==> src/rtl/tick_gen_multi.sv <==
// Multi-channel tick generator: one-cycle enable pulse every P cycles
// plus a 50% square wave per channel, with run-time loadable periods.
module tick_gen_multi #(
  parameter int NUM_CH = 3,
  parameter int CNT_W = 27,
  parameter logic [NUM_CH*CNT_W-1:0] DEF_PERIODS =
    {27'd150000, 27'd500000, 27'd100000000}
) (
  input  logic                    Clk100M,
  input  logic                    ResetN,
  input  logic [NUM_CH-1:0]       En,
  input  logic [NUM_CH-1:0]       Restart,
  input  logic [NUM_CH-1:0]       LoadPeriod,
  input  logic [CNT_W-1:0]        PeriodIn,
  output logic [NUM_CH-1:0]       Tick,
  output logic [NUM_CH-1:0]       Sq,
  output logic [NUM_CH*CNT_W-1:0] PeriodOut
);

  for (genvar i = 0; i < NUM_CH; i++) begin : g_ch
    logic [CNT_W-1:0] cnt;
    logic [CNT_W-1:0] period;
    logic             last;

    // cnt never exceeds period-1, so equality is the only wrap test needed
    assign last = (cnt == period - CNT_W'(1));

    always_ff @(posedge Clk100M) begin
      if (!ResetN) begin
        cnt     <= '0;
        period  <= DEF_PERIODS[i*CNT_W +: CNT_W];
        Tick[i] <= 1'b0;
        Sq[i]   <= 1'b0;
      end else if (LoadPeriod[i]) begin
        period  <= PeriodIn;
        cnt     <= '0;
        Tick[i] <= 1'b0;
      end else if (Restart[i]) begin
        cnt     <= '0;
        Tick[i] <= 1'b0;
      end else if (!En[i]) begin
        Tick[i] <= 1'b0;
      end else if (period == '0) begin
        cnt     <= '0;
        Tick[i] <= 1'b0;
      end else if (last) begin
        cnt     <= '0;
        Tick[i] <= 1'b1;
        Sq[i]   <= ~Sq[i];
      end else begin
        cnt     <= cnt + CNT_W'(1);
        Tick[i] <= 1'b0;
      end
    end

    assign PeriodOut[i*CNT_W +: CNT_W] = period;
  end

endmodule

==> config.mk <==
export PLATFORM = sky130hd
export DESIGN_NAME = tick_gen_multi
export DESIGN_NICKNAME = d
export VERILOG_FILES = /design/src/rtl/tick_gen_multi.sv
export SDC_FILE = /design/constraint.sdc
export NUM_CORES = 1
export LEC_CHECK = 0
export CAP_MARGIN = 20
export CELL_PAD_IN_SITES_DETAIL_PLACEMENT = 1
export CELL_PAD_IN_SITES_GLOBAL_PLACEMENT = 1
export CORE_MARGIN = 2
export CORE_UTILIZATION = 40
export CTS_BUF_LIST = sky130_fd_sc_hd__clkbuf_4
export CTS_CLUSTER_SIZE = 14
export DETAILED_ROUTE_END_ITERATION = 16
export HOLD_SLACK_MARGIN = 0.03
export MAX_ROUTING_LAYER = met4
export PLACE_DENSITY_LB_ADDON = 0.1
export SLEW_MARGIN = 20
export SYNTH_ARGS = -nofsm -noshare
export SYNTH_HDL_FRONTEND = slang
export SYNTH_SLANG_ARGS = --single-unit
==> constraint.sdc <==
create_clock -name Clk100M -period 4.8 [get_ports Clk100M]
set_input_delay 0.48 -clock Clk100M [delete_from_list [all_inputs] [get_ports Clk100M]]
set_output_delay 0.48 -clock Clk100M [all_outputs]
set_load 0.02 [all_outputs]
==> results by group <==
Outcome
  • Outcome: finished, final reports clean

Routing
  • DRC marker count from the first detailed-route iteration: roughly 680
  • Via count of the routed design: 10400
  • Routed Wire Length: 38600 um
  • Number of remaining DRC errors: 0
  • Routed len/inst: approximately 22 um
  • Vias per inst: slightly below 6
  • Detail Route Antenna Nets: 0
  • First-pass iteration count of the detailed router: 5

Flow run
  • Maximum Capacitance Violations: 0

Timing
  • Worst Max-Slew Pin Slew: between 1 and 1.5 ns
  • Setup repair after global routing missed its margin: no
  • Period utilisation layout: 0.827
  • Setup total negative slack: 0 ns
  • Finish-stage setup viols: 0
  • Headroom to the max-slew limit: 0.261
  • Total count of max-transition violations in the final report: 0
  • Fmax: 0.252 GHz
  • Final hold violation count: 0
  • Time the final worst path needs with I/O delays and setup: 3.97 ns
  • Clock skew: 0.0409 ns

Synthesis
  • Area share of the largest cell type after synthesis: 0.314
  • Top cell types by occurrence after synthesis: sky130_fd_sc_hd__dfxtp_1, sky130_fd_sc_hd__nor2_1, sky130_fd_sc_hd__nand2_1
  • EDFF count, synth: 0
  • Primary FF master, synth: sky130_fd_sc_hd__dfxtp_1
  • Count leader, synth: sky130_fd_sc_hd__dfxtp_1
  • Instance count of the mapped netlist: 1350
  • Register bit total from synthesis: 168
  • Avg Cell Area, Syn: ~8 sq um
  • Post-Synthesis Cell Area: 10700 sq um
  • Sequential-to-total area share from yosys stat: 0.314
  • Count of different cell masters after synthesis: 79
  • Cell types with the largest area share after synthesis: sky130_fd_sc_hd__dfxtp_1, sky130_fd_sc_hd__mux2i_1, sky130_fd_sc_hd__xnor2_1
  • Synthesis warning total: 0
  • Syn_nets: about 1400
  • Share of async-settable or async-resettable flops after synthesis: 0
  • Synth area leader: sky130_fd_sc_hd__dfxtp_1

Floorplan
  • Die height: 168 um
  • Die area: 28100 sq um
  • Top-Level Pins: roughly 130
  • Initial standard-cell utilization of the core: 0.409
  • Width of the die: 168 um
  • Core Box Area: 26200 sq um
  • Row count: 59

Power
  • Total power: approximately 3.0 mW
  • Power Density: 244 nW/um^2
  • Static leakage power: 4.23 nW
  • Worst VDD drop: 0.170 mV

Clock network
  • CTS tree: done
  • Count of buffers added by post-CTS timing repair for setup: 0
  • Resize count post-CTS: 0
  • Clock-pin transition on the worst setup and hold timing paths: roughly 0.16 ns
  • Cts hold-fix bufs: 0
  • Total clock sinks: 168
  • Clock insertion delay at the later pin of the skew report: 0.61 ns
  • CTS max path bufs: 2
  • Number of CTS-inserted buffers: 17
  • Root Driver: sky130_fd_sc_hd__clkbuf_4
  • H-tree depth: 4

Critical path
  • Worst path bufs/invs: 0
  • Cell type of the slowest stage on the worst timing path: sky130_fd_sc_hd__or4_2
  • Element type at the critical path start: flop
  • Number of logic stages on the critical path including buffering: 8
  • Crit path kind: flop to flop
  • RR Endpoint: g_ch[1].cnt[25]
  • Required time of the worst setup path: 5.26 ns
  • Top delay family on crit path: simple AND/OR/NAND/NOR gates
  • Register-to-register path setup slack: a little over 0.8 ns
  • Data arrival time of the critical path: 4.43 ns
  • Largest stage delay on the critical path: 0.68 ns
  • Ordered list of cells on the worst path: or4_4, or4_2, xnor2_1, or4_2, a211oi_1, a31oi_1, o21ai_0, o21ai_0
  • Worst reg-to-reg path cell count: 8
  • Worst setup EP type: flop
  • Critical register-to-register path startpoint: g_ch[1].period[2]
  • Largest fanout on the critical path: 9

Place
  • Count of buffers inserted at the top-level ports: 124
  • Post-detail-place hpwl: 29900 um
  • Final estimated routing congestion in global placement: 0.898

Layout
  • Final Net Count: between 1000 and 1500
  • Filler Cell Count: approximately 3100
  • Share of cells above drive strength 1: 0.0539
  • Area growth from synthesis to layout: 15.4%

Global route
  • Wire length of the first global-routing pass: ~60000 um
  • Overflow after GRT: 0
  • Largest net degree at the start of global routing: 56
  • Antenna violations before repair: 1
  • Overall routing resource usage: 0.281
  • Vias in the first global route: 10200

Hold path
  • Capture endpoint of the worst hold path: g_ch[1].cnt[0]
  • Hold Path Origin: LoadPeriod[1]
  • Type of the worst min-delay path: input port to flop
  • Hold-critical path depth: 3
[how the worst max path moves through the flow]
stage                                 start              end  slack [ns]
after floorplan           g_ch[1].period[2]  g_ch[1].cnt[25]        1.29
after global placement    g_ch[1].period[2]   g_ch[1].cnt[7]        0.94
after detailed placement  g_ch[1].period[2]   g_ch[1].cnt[9]        0.87
after CTS                 g_ch[1].period[0]  g_ch[1].cnt[17]        0.84
after global routing      g_ch[1].period[0]  g_ch[1].cnt[10]        0.55
final                     g_ch[1].period[2]  g_ch[1].cnt[25]        0.83
[registers in the layout, summed over array words and instances, names as in the netlist]
register / cells
g_ch.cnt: 81
g_ch.period: 81
Sq: 3
Tick: 3
[worst min-delay path, delay by kind of cell]
kind	cells	cell delay, ns
buffers and inverters	1	0.10
AND/OR/NAND/NOR	2	0.27
[cells by family after synthesis]
group,after synthesis,synth area share
AOI/OAI and AO/OA,186,0.123
xor gates and xnor gates,134,0.111
adders and majority gates,6,0.00701
buffers and inverters,127,0.0506
DFF,168,0.314
muxes,91,0.0853
and+or+nand+nor,638,0.310
[per-layer routing]
layer	track usage	vias up	part of all wire
li1	-	5031	-
met3	0.0404	59	0.040
met1	0.376	5139	0.48
met4	0.110	0	0.035
met2	0.429	220	0.45
met5	-	-	0
[through the flow]
step	setup slack, ns	util	instances	cell area, sq um	hold slack, ns
floorplan	1.29	-	1350	10700	0.455
detailed placement	0.865	0.460	1731	12100	0.475
finish	0.831	0.472	1764	12400	0.299
CTS	0.837	0.472	1763	12400	0.265
global placement	0.936	0.460	1731	12000	0.464
global route	0.552	0.472	1764	12400	0.299
[where the power goes]
group,switching (mW),internal [mW],leakage [nW]
clock,0.598,0.332,0.161
sequential,0.0964,1.44,1.37
combinational,0.314,0.236,2.70
total,1.01,2.00,4.23
[cell usage in the layout (no fill, tap or decap), types with 27 or more instances in the layout]
cell type                         count
sky130_fd_sc_hd__o21ai_0             32
sky130_fd_sc_hd__dfxtp_1            168
sky130_fd_sc_hd__nor4_1              27
sky130_fd_sc_hd__nor3_1              50
sky130_fd_sc_hd__clkdlybuf4s50_1    121
sky130_fd_sc_hd__nand4_1             62
sky130_fd_sc_hd__xnor2_1             73
sky130_fd_sc_hd__mux2i_1             89
sky130_fd_sc_hd__inv_1               34
sky130_fd_sc_hd__nand3_1             58
sky130_fd_sc_hd__xor2_1              60
sky130_fd_sc_hd__nand2_1            135
sky130_fd_sc_hd__nor2_1             148
[final cells by class]
class,count,area [sq um],share of cell area
antenna,1,2.50,0.000202
clock buffer,17,128,0.0103
clock inverter,15,184,0.0149
inverter,36,135,0.0109
multi-input combinational,1055,6810,0.551
sequential,168,3360,0.272
tap,335,419,0.0339
timing repair buffer,137,1320,0.107
(Power assumes the default switching activity.)
